[config.mk]
export PLATFORM = sky130hd
export DESIGN_NAME = i2c_cmd_sequencer
export DESIGN_NICKNAME = d
export VERILOG_FILES = /design/src/rtl/i2c_pkg.sv /design/src/rtl/i2c_sync_fifo.sv /design/src/rtl/i2c_cmd_sequencer.sv
export SDC_FILE = /design/constraint.sdc
export NUM_CORES = 1
export LEC_CHECK = 0
export ABC_AREA = 1
export CAP_MARGIN = 30
export CELL_PAD_IN_SITES_DETAIL_PLACEMENT = 0
export CELL_PAD_IN_SITES_GLOBAL_PLACEMENT = 1
export CORE_MARGIN = 2
export CORE_UTILIZATION = 45
export CTS_BUF_LIST = sky130_fd_sc_hd__clkbuf_8
export CTS_CLUSTER_SIZE = 24
export DETAILED_ROUTE_END_ITERATION = 7
export PLACE_DENSITY_LB_ADDON = 0.1
export SLEW_MARGIN = 20
export SYNTH_ARGS = -nofsm -noshare
export SYNTH_HDL_FRONTEND = slang
export SYNTH_SLANG_ARGS = --single-unit
[constraint.sdc]
create_clock -name clk -period 2.7 [get_ports clk]
set_input_delay 0.54 -clock clk [delete_from_list [all_inputs] [get_ports clk]]
set_output_delay 0.54 -clock clk [all_outputs]
set_load 0.01 [all_outputs]
[src/rtl/i2c_pkg.sv]
// Shared widths, response layout and sequencer state encoding for the I2C command sequencer.
package i2c_pkg;

   localparam int ADDR_W = 7;
   localparam int DATA_W = 8;
   localparam int CMD_W  = ADDR_W + DATA_W;
   localparam int RSP_W  = DATA_W + 2;

   typedef enum logic [2:0] {
      IDLE      = 3'd0,
      ISSUE     = 3'd1,
      WAIT_BUSY = 3'd2,
      WAIT_DONE = 3'd3,
      CAPTURE   = 3'd4
   } seq_state_e;

   function automatic int max_int(input int a, input int b);
      return (a > b) ? a : b;
   endfunction

endpackage

[src/rtl/i2c_sync_fifo.sv]
// First-word-fall-through synchronous FIFO; a push into a full FIFO succeeds when a pop happens in the same cycle.
module i2c_sync_fifo #(
   parameter int WIDTH = 8,
   parameter int DEPTH = 4
) (
   input  logic             clk,
   input  logic             rst_n,
   input  logic             push_i,
   input  logic             pop_i,
   input  logic [WIDTH-1:0] din_i,
   output logic [WIDTH-1:0] dout_o,
   output logic             full_o,
   output logic             empty_o
);

   localparam int PTR_W = $clog2(DEPTH);
   localparam logic [PTR_W:0] PTR_ONE = (PTR_W + 1)'(1);

   logic [WIDTH-1:0] mem_q [DEPTH];
   logic [PTR_W:0]   wr_q, wr_d, rd_q, rd_d;
   logic             do_push_s, do_pop_s;

   // Extra pointer MSB distinguishes full from empty when the indices match.
   assign empty_o   = (wr_q == rd_q);
   assign full_o    = (wr_q[PTR_W] != rd_q[PTR_W]) && (wr_q[PTR_W-1:0] == rd_q[PTR_W-1:0]);
   assign do_pop_s  = pop_i & ~empty_o;
   assign do_push_s = push_i & (~full_o | do_pop_s);
   assign wr_d      = do_push_s ? (wr_q + PTR_ONE) : wr_q;
   assign rd_d      = do_pop_s ? (rd_q + PTR_ONE) : rd_q;
   assign dout_o    = empty_o ? '0 : mem_q[rd_q[PTR_W-1:0]];

   always_ff @(posedge clk or negedge rst_n) begin
      if (!rst_n) begin
         wr_q <= '0;
         rd_q <= '0;
      end else begin
         wr_q <= wr_d;
         rd_q <= rd_d;
      end
   end

   always_ff @(posedge clk) begin
      if (do_push_s) begin
         mem_q[wr_q[PTR_W-1:0]] <= din_i;
      end
   end

endmodule

[src/rtl/i2c_cmd_sequencer.sv]
// Queues host write commands, issues them one at a time to the I2C master and queues the results.
// Optional transaction watchdog in WAIT_DONE is enabled by defining I2C_SEQ_TIMEOUT_EN.
module i2c_cmd_sequencer
   import i2c_pkg::*;
#(
   parameter int CMD_DEPTH        = 4,
   parameter int RSP_DEPTH        = 4,
   parameter int TIMEOUT_CYCLES   = 65535,
   parameter int BUSY_WAIT_CYCLES = 15
) (
   input  logic              clk,
   input  logic              rst_n,
   input  logic              cmd_valid,
   output logic              cmd_ready,
   input  logic [ADDR_W-1:0] cmd_addr,
   input  logic [DATA_W-1:0] cmd_data,
   output logic              rsp_valid,
   input  logic              rsp_ready,
   output logic [DATA_W-1:0] rsp_data,
   output logic              rsp_ack,
   output logic              rsp_err,
   output logic [ADDR_W-1:0] m_slave_addr,
   output logic [DATA_W-1:0] m_data_in,
   output logic              m_start,
   input  logic [DATA_W-1:0] m_data_out,
   input  logic              m_ack,
   input  logic              m_busy,
   output logic              seq_idle
);

   localparam int CNT_W = $clog2(max_int(BUSY_WAIT_CYCLES, TIMEOUT_CYCLES) + 1);
   localparam logic [CNT_W-1:0] CNT_MAX  = '1;
   localparam logic [CNT_W-1:0] BUSY_LIM = CNT_W'(BUSY_WAIT_CYCLES - 1);
`ifdef I2C_SEQ_TIMEOUT_EN
   localparam logic [CNT_W-1:0] TOUT_LIM = CNT_W'(TIMEOUT_CYCLES - 1);
`endif

   seq_state_e        state_q, state_d;
   logic [CNT_W-1:0]  cnt_q, cnt_d, cnt_inc_s;
   logic              err_q, err_d, tout_q, tout_d, start_q, start_d;
   logic [ADDR_W-1:0] addr_q, addr_d;
   logic [DATA_W-1:0] data_q, data_d;
   logic              cmd_full_s, cmd_empty_s, cmd_push_s, cmd_pop_s;
   logic [CMD_W-1:0]  cmd_dout_s;
   logic              rsp_full_s, rsp_empty_s, rsp_push_s, rsp_pop_s;
   logic [RSP_W-1:0]  rsp_din_s, rsp_dout_s;

   assign cmd_push_s = cmd_valid & ~cmd_full_s;
   assign rsp_pop_s  = rsp_ready & ~rsp_empty_s;
   assign cnt_inc_s  = (cnt_q == CNT_MAX) ? cnt_q : (cnt_q + CNT_W'(1));

   i2c_sync_fifo #(.WIDTH(CMD_W), .DEPTH(CMD_DEPTH)) u_cmd_fifo (
      .clk(clk), .rst_n(rst_n), .push_i(cmd_push_s), .pop_i(cmd_pop_s),
      .din_i({cmd_addr, cmd_data}), .dout_o(cmd_dout_s), .full_o(cmd_full_s), .empty_o(cmd_empty_s)
   );

   i2c_sync_fifo #(.WIDTH(RSP_W), .DEPTH(RSP_DEPTH)) u_rsp_fifo (
      .clk(clk), .rst_n(rst_n), .push_i(rsp_push_s), .pop_i(rsp_pop_s),
      .din_i(rsp_din_s), .dout_o(rsp_dout_s), .full_o(rsp_full_s), .empty_o(rsp_empty_s)
   );

   // Issuing only with a free response slot means CAPTURE can never be refused.
   always_comb begin
      state_d    = state_q;
      cnt_d      = cnt_q;
      err_d      = err_q;
      tout_d     = tout_q;
      addr_d     = addr_q;
      data_d     = data_q;
      start_d    = 1'b0;
      cmd_pop_s  = 1'b0;
      rsp_push_s = 1'b0;
      rsp_din_s  = tout_q ? {{DATA_W{1'b0}}, 1'b0, 1'b1} : {m_data_out, m_ack, err_q};
      case (state_q)
         IDLE: begin
            if (!cmd_empty_s && !rsp_full_s && !m_busy) begin
               cmd_pop_s = 1'b1;
               addr_d    = cmd_dout_s[CMD_W-1:DATA_W];
               data_d    = cmd_dout_s[DATA_W-1:0];
               start_d   = 1'b1;
               state_d   = ISSUE;
            end else begin
               state_d   = IDLE;
            end
         end
         ISSUE: begin
            cnt_d   = '0;
            err_d   = 1'b0;
            tout_d  = 1'b0;
            state_d = WAIT_BUSY;
         end
         WAIT_BUSY: begin
            if (m_busy) begin
               cnt_d   = '0;
               state_d = WAIT_DONE;
            end else if (cnt_q >= BUSY_LIM) begin
               err_d   = 1'b1;
               state_d = CAPTURE;
            end else begin
               cnt_d   = cnt_inc_s;
            end
         end
         WAIT_DONE: begin
`ifdef I2C_SEQ_TIMEOUT_EN
            if (!m_busy) begin
               state_d = CAPTURE;
            end else if (cnt_q >= TOUT_LIM) begin
               err_d   = 1'b1;
               tout_d  = 1'b1;
               state_d = CAPTURE;
            end else begin
               cnt_d   = cnt_inc_s;
            end
`else
            if (!m_busy) begin
               state_d = CAPTURE;
            end else begin
               state_d = WAIT_DONE;
            end
`endif
         end
         CAPTURE: begin
            rsp_push_s = 1'b1;
            state_d    = IDLE;
         end
         default: begin
            state_d = IDLE;
         end
      endcase
   end

   always_ff @(posedge clk or negedge rst_n) begin
      if (!rst_n) begin
         state_q <= IDLE;
         cnt_q   <= '0;
         err_q   <= 1'b0;
         tout_q  <= 1'b0;
         start_q <= 1'b0;
         addr_q  <= '0;
         data_q  <= '0;
      end else begin
         state_q <= state_d;
         cnt_q   <= cnt_d;
         err_q   <= err_d;
         tout_q  <= tout_d;
         start_q <= start_d;
         addr_q  <= addr_d;
         data_q  <= data_d;
      end
   end

   assign cmd_ready    = ~cmd_full_s;
   assign rsp_valid    = ~rsp_empty_s;
   assign rsp_data     = rsp_dout_s[RSP_W-1:2];
   assign rsp_ack      = rsp_dout_s[1];
   assign rsp_err      = rsp_dout_s[0];
   assign m_start      = start_q;
   assign m_slave_addr = addr_q;
   assign m_data_in    = data_q;
   assign seq_idle     = (state_q == IDLE) && cmd_empty_s;

endmodule

==> metrics.log, run 1 <==
[metrics] status: finished clean
[metrics] final count of pins violating max slew: 0
[metrics] peak fanout along the critical path: 8
[metrics] nature of the critical path endpoint: primary output
[metrics] Critical R2R Launch: u_rsp_fifo.rd_q[0]
[metrics] total negative slack for setup checks: 0 ps
[metrics] cell taking the most area after synthesis: sky130_fd_sc_hd__edfxtp_1
[metrics] Final WS setup: ~61 ps
[metrics] Hold Path Class: in -> async
[metrics] total power divided by cell area: roughly 1100 nW/um2
[metrics] largest voltage drop on the vdd net: slightly below 0.5 mV
[metrics] most frequently used cell type in the post-synthesis netlist: sky130_fd_sc_hd__nor2_1
[metrics] biggest area contributors in the synthesized netlist: sky130_fd_sc_hd__edfxtp_1, sky130_fd_sc_hd__dfrtp_1, sky130_fd_sc_hd__nor2_1
[metrics] TritonCTS buffer count: 17
[metrics] data arrival at the endpoint of the critical path: between 2000 and 2500 ps
[metrics] die outline area: between 10,000 and 15,000 um2
[metrics] placeable core region: 13,800 um2
[metrics] setup skew after layout: 10.2 ps
[metrics] post-place setup slack: ~350 ps
[metrics] final global-route overflow total: 0
[metrics] total power after layout: 0.00837 W
[metrics] Top Ports: a little under 60
[metrics] distinct cell type count after synthesis: 30
[metrics] Ys Warns: 0
[metrics] Syn Std Cell Area: between 6000 and 7000 um2
[metrics] routed wirelength normalized by instance count: approximately 15 um
[metrics] clock insertion delay at the later pin of the skew report: roughly 450 ps
[metrics] leakage: approximately 3.3 nW
[metrics] final-layout worst hold slack: about 190 ps
[metrics] clock buffer depth: 2
[metrics] unrepaired setup endpoints after global routing: false
[metrics] most common flop cell mapped by yosys: sky130_fd_sc_hd__edfxtp_1
[metrics] measured slew at the worst slew-check pin: 814 ps
[metrics] initial detailed-routing violation count: about 320
[metrics] CTS H-tree depth: 4
[metrics] placed wire-length estimate: about 8 mm
[metrics] clk sink count: 148
[metrics] number of vias after detailed routing: about 4,100
[metrics] mean area per synthesized cell: between 10 and 15 um2
[metrics] proportion of synthesized chip area in sequential cells: 0.668
[metrics] number of inserted diodes: 0
[metrics] initial antenna violation count: 0
[metrics] x dimension of the die: 122 um
[metrics] post-synthesis sequential element count: about 150
[metrics] Final Util: 0.555
[metrics] terminus of the critical flop-to-flop path: m_data_in[5]
[metrics] share of cells above drive strength 1: 0.110
[metrics] Cell Rows: 43
[metrics] fin crit period: roughly 2600 ps
[metrics] path depth of the worst reg2reg path: 7
[metrics] Final period util: 0.977
[metrics] Slew headroom: 0.456
[metrics] crit path launch type: flop
[metrics] detail-routed via count per cell: between 4 and 5
[metrics] clock-pin slew reported for the worst setup and hold paths after clock tree synthesis: roughly 80 ps
[metrics] Finish-stage setup viols: 0
[metrics] hold-fix buffers at CTS: 0
[metrics] category of the critical setup timing path: reg -> out
[metrics] Post-layout nets: approximately 680
[metrics] most common library cells after synthesis: sky130_fd_sc_hd__nor2_1, sky130_fd_sc_hd__edfxtp_1, sky130_fd_sc_hd__nand2_1
[metrics] vias in the first global route: 3,824
[metrics] Max Clk Rate: ~0.38 GHz
[metrics] first-pass GRT wire length: about 19 mm
[metrics] area grow syn2layout: 21.6%
[metrics] Post-DRT Antenna Nets: 0
[metrics] overall die height: 122 um
[metrics] Pre-antenna DRT Iters: 5
[metrics] WP data required: between 2000 and 2500 ps
[metrics] share of synthesized flip-flops with an asynchronous set or reset: 0.324
[metrics] Reg2Reg Setup Slack: approximately 670 ps
[metrics] DRC violation count after routing: 0
[metrics] Max Cap Viol: 0
[metrics] number of port buffers: 57
[metrics] cell count after synthesis: between 500 and 600
[metrics] CTS tree: built
[metrics] total routed wirelength: between 10 and 15 mm
[metrics] number of enable-type register cells in the synthesized netlist: 100
[metrics] number of endpoints with negative hold slack in the final report: 0
[metrics] largest net degree at the start of global routing: just under 50
[metrics] final RePlAce weighted congestion: around 0.73
[metrics] synthesized net count: ~600
[metrics] GR Util All Layers: 0.172
[metrics] Filler Cells Inserted: between 1,000 and 1,500
[metrics] area fraction of the dominant cell type after synthesis: 0.477
[metrics] root buffer cell: sky130_fd_sc_hd__clkbuf_8
[metrics] Starting Density: 0.457
==> per-stage QoR <==
stage | instances | instance area, um2
final | 834 | 7650
after global routing | 834 | 7650
after CTS | 824 | 7500
after detailed placement | 792 | 7070
after global placement | 792 | 7070
after floorplan | 563 | 6290
==> routing by layer <==
| layer | share of wire | global-route usage |
|---|---|---|
| met5 | 0 | 0 |
| met4 | 0.016 | 0.0704 |
| met3 | 0.054 | 0.0455 |
| met2 | 0.52 | 0.288 |
| met1 | 0.41 | 0.213 |
==> area by class of cell <==
cell class | count | area, um2 | share of cell area
clock buffer | 18 | 248 | 0.0324
clock inverter | 14 | 149 | 0.0195
inverter | 46 | 176 | 0.0231
multi-input combinational | 346 | 1830 | 0.240
sequential | 148 | 4210 | 0.550
tap | 180 | 225 | 0.0294
timing repair buffer | 81 | 802 | 0.105
timing repair inverter | 1 | 7.51 | 0.000981
==> flip-flops by register name, indices dropped and copies added, names as in the netlist <==
register          cells
m_data_in             8
u_rsp_fifo.mem_q     40
state_q               3
err_q                 1
u_rsp_fifo.wr_q       3
u_cmd_fifo.wr_q       3
u_rsp_fifo.rd_q       3
m_start               1
m_slave_addr          7
u_cmd_fifo.mem_q     60
cnt_q                16
u_cmd_fifo.rd_q       3
==> layout by cell type (no fill, tap or decap), types with 19 or more instances in the layout <==
| cell | instances |
|---|---|
| sky130_fd_sc_hd__nor2_1 | 100 |
| sky130_fd_sc_hd__nand4_1 | 27 |
| sky130_fd_sc_hd__inv_1 | 46 |
| sky130_fd_sc_hd__clkdlybuf4s50_1 | 48 |
| sky130_fd_sc_hd__nand2_1 | 99 |
| sky130_fd_sc_hd__dfrtp_1 | 47 |
| sky130_fd_sc_hd__buf_4 | 20 |
| sky130_fd_sc_hd__edfxtp_1 | 100 |
| sky130_fd_sc_hd__o21ai_0 | 41 |
| sky130_fd_sc_hd__nand3_1 | 19 |
==> cells by family (layout without fill, tap and decap cells) <==
group           count (synthesis)  in the layout  synth area share
buf+inv                        70            160            0.0489
compound gates                 52             52            0.0437
flops                         148            148             0.668
simple gates                  260            261             0.181
xor+xnor                       11             11            0.0189
mux                            10             10            0.0159
fa+ha+maj                      12             12            0.0239
==> timing repair <==
item | in CTS | in global routing
buffers inserted | 0 | 7
setup endpoints to repair | 11 | 10
pin swaps | 0 | 2
cloned | 0 | 3
gates resized for setup | 6 | 16
==> power by group <==
group | internal [W] | switching, W | total [W]
logic | 0.00146 | 0.00197 | 0.00343
clock network | 0.000917 | 0.000781 | 0.00170
registers | 0.00293 | 0.000308 | 0.00323
==> worst max-delay path by stage <==
stage                  startpoint                     end  slack (ps)
2_1_floorplan  u_cmd_fifo.rd_q[1]  u_cmd_fifo.mem_q[0][0]         610
3_3_place_gp   u_rsp_fifo.wr_q[2]             rsp_data[5]         410
3_5_place_dp   u_rsp_fifo.rd_q[0]             rsp_data[1]         350
4_1_cts        u_rsp_fifo.wr_q[2]             rsp_data[1]           8
5_1_grt        u_rsp_fifo.rd_q[0]             rsp_data[0]           4
6_report       u_rsp_fifo.rd_q[0]             rsp_data[4]          60
==> critical path, stage by stage (launching register included) <==
cell,delay (ps)
sky130_fd_sc_hd__dfrtp_4,580
sky130_fd_sc_hd__xnor2_4,270
sky130_fd_sc_hd__nand3b_4,180
sky130_fd_sc_hd__nand2_1,110
sky130_fd_sc_hd__inv_1,40
sky130_fd_sc_hd__clkdlybuf4s50_1,460
(Power assumes the default switching activity.)
==> run 2: changes to the inputs <==
Settings changed: PLACE_DENSITY set to 0.88, PLACE_DENSITY_LB_ADDON 0.1 to unset.
==> run 2 against run 1 <==
Effect of this change:
- non-clock buffer count did not move
- register-to-register slack barely moved
- critical path depth did not move
- sequential power is essentially flat
- via count up 1.5%
- first-iteration DRC count decreased by 17%
- clock power up 5%
- sequential share of layout area fell by 0.17 points
- largest power group unchanged
==> metrics.log, run 2 (synthesized netlist as in run 1, its figures left out) <==
[metrics] status: finished clean
[metrics] cell area after layout: 7680 um2
[metrics] placed wire-length estimate: 7.74 mm
[metrics] met3 WL: roughly 640 um
[metrics] DRC violation count after routing: 0
[metrics] WP data required: 2160 ps
[metrics] initial antenna violation count: 0
[metrics] Finish-stage setup viols: 0
[metrics] detail-routed via count per cell: around 5.0
[metrics] proportion of total power due to net switching: 0.374
[metrics] uppermost signal routing layer after detailed routing: met4
[metrics] share of cells above drive strength 1: 0.113
[metrics] Final Util: 0.557
[metrics] Cell Area, Placed: a little over 7000 um2
[metrics] initial detailed-routing violation count: about 270
[metrics] Max Clk Rate: between 0.3 and 0.4 GHz
[metrics] largest voltage drop on the vdd net: 0.624 mV
[metrics] number of port buffers: 57
[metrics] Hold Path Class: in -> async
[metrics] fin crit period: 2670 ps
[metrics] max reg flops: 60
[metrics] root buffer cell: sky130_fd_sc_hd__clkbuf_8
[metrics] nature of the critical path endpoint: primary output
[metrics] Critical R2R Launch: u_rsp_fifo.rd_q[0]
[metrics] leakage: 3.28 nW
[metrics] Max Cap Viol: 0
[metrics] final RePlAce weighted congestion: roughly 0.8
[metrics] path depth of the worst reg2reg path: 6
[metrics] Final period util: 0.989
[metrics] category of the critical setup timing path: reg -> out
[metrics] routed wirelength normalized by instance count: 15.4 um
[metrics] Comb power frac: 0.407
[metrics] Post-DRT Antenna Nets: 0
[metrics] clk sink count: ~150
[metrics] unrepaired setup endpoints after global routing: true
[metrics] final count of pins violating max slew: 0
[metrics] multi-input combinational cell area: roughly 1800 um2
[metrics] peak fanout along the critical path: 7
[metrics] Clock Power Share: 0.210
[metrics] first-pass GRT wire length: 20.4 mm
[metrics] total power divided by cell area: 1100 nW/um2
[metrics] net switching component of the power: 0.00317 W
[metrics] TritonCTS buffer count: 17
[metrics] Cell Rows: between 40 and 50
[metrics] final global-route overflow total: 0
[metrics] vias in the first global route: 4,121
[metrics] Post-layout nets: a little under 700
[metrics] clock buffer depth: 2
[metrics] part of the power in registers: 0.383
[metrics] clock insertion delay at the later pin of the skew report: approximately 450 ps
[metrics] terminus of the critical flop-to-flop path: m_data_in[5]
[metrics] area grow syn2layout: 22.0%
[metrics] most common library cell in the layout ignoring fill and taps: sky130_fd_sc_hd__nor2_1
[metrics] x dimension of the die: ~120 um
[metrics] setup skew after layout: 7.36 ps
[metrics] measured slew at the worst slew-check pin: approximately 820 ps
[metrics] CTS tree: built
[metrics] total routed wirelength: approximately 13 mm
[metrics] commonest cells after routing, fill and taps aside: sky130_fd_sc_hd__nor2_1, sky130_fd_sc_hd__edfxtp_1, sky130_fd_sc_hd__nand2_1
[metrics] sequential standard cell area: around 4200 um2
[metrics] crit path launch type: flop
[metrics] Filler Cells Inserted: ~1,200
[metrics] data arrival at the endpoint of the critical path: between 2000 and 2500 ps
[metrics] die outline area: approximately 15,000 um2
[metrics] GR Util All Layers: 0.180
[metrics] placeable core region: 13,800 um2
[metrics] Slew headroom: 0.453
[metrics] Top Ports: 58
[metrics] number of inserted diodes: 0
[metrics] Cell Int Power: around 0.0053 W
[metrics] number of endpoints with negative hold slack in the final report: 0
[metrics] overall die height: ~120 um
[metrics] Reg2Reg Setup Slack: between 600 and 700 ps
[metrics] Starting Density: 0.457
[metrics] Post-Route M1 WL: 5.51 mm
[metrics] CTS H-tree depth: 4
[metrics] number of vias after detailed routing: ~4,200
[metrics] clock-pin slew reported for the worst setup and hold paths after clock tree synthesis: about 80 ps
[metrics] Pre-antenna DRT Iters: 5
[metrics] largest net degree at the start of global routing: slightly below 50
[metrics] met2 routed WL: 6.52 mm
-- run 2: per-layer routing --
metal,global-route usage,vias up
li1,-,2062
met1,0.223,2016
met2,0.305,106
met3,0.0502,15
met4,0.0603,0
met5,0,-
-- run 2: worst max-delay path by stage --
stage | start | endpoint | slack (ps)
global placement | u_rsp_fifo.rd_q[0] | rsp_data[5] | 340
floorplan | u_cmd_fifo.rd_q[1] | u_cmd_fifo.mem_q[0][0] | 610
finish | u_rsp_fifo.rd_q[0] | rsp_err | 30
detailed placement | u_rsp_fifo.rd_q[0] | rsp_data[5] | 280
CTS | u_rsp_fifo.wr_q[2] | rsp_data[5] | 2
global route | u_rsp_fifo.rd_q[0] | rsp_err | -70
-- run 2: timing repair --
action | 4_1_cts | 5_1_grt
endpoints found under the setup margin | 11 | 10
hold buffers | 0 | 0
resized for setup | 7 | 15
cloned | 0 | 3
pin swaps | 0 | 3
setup buffers | 2 | 5
-- run 2: cell type report --
type,instances,share of cell area
Clock buffer,17,0.0305
Clock inverter,15,0.0236
Inverter,46,0.0230
Multi-Input combinational cell,346,0.240
Sequential cell,148,0.548
Tap cell,180,0.0293
Timing Repair Buffer,81,0.104
Timing Repair inverter,1,0.000978
-- run 2: worst max-delay path, stage by stage, from the launching register on --
cell                              delay (ps)
sky130_fd_sc_hd__dfrtp_4                 590
sky130_fd_sc_hd__xnor2_4                 300
sky130_fd_sc_hd__nand3b_4                180
sky130_fd_sc_hd__nand2_1                 100
sky130_fd_sc_hd__inv_1                    40
sky130_fd_sc_hd__clkdlybuf4s50_1         460
-- run 2: power groups by stage --
stage	Clock, W	Sequential (W)	Combinational, W
final	0.00178	0.00324	0.00345
after global routing	0.00191	0.00329	0.00383
after CTS	0.00181	0.00321	0.00328
after detailed placement	0	0.00325	0.00316
after global placement	0	0.00323	0.00307
after floorplan	0	0.00322	0.00205
-- run 2: metrics by stage --
step,setup slack [ps],hold slack [ps],total power [W],TNS (ps),std cells
floorplan,606,244,0.00527,0,563
global placement,344,469,0.00630,0,792
detailed placement,281,465,0.00640,0,792
CTS,2.01,196,0.00830,0,826
global route,-72.1,228,0.00903,-127,834
finish,30.1,200,0.00847,0,834
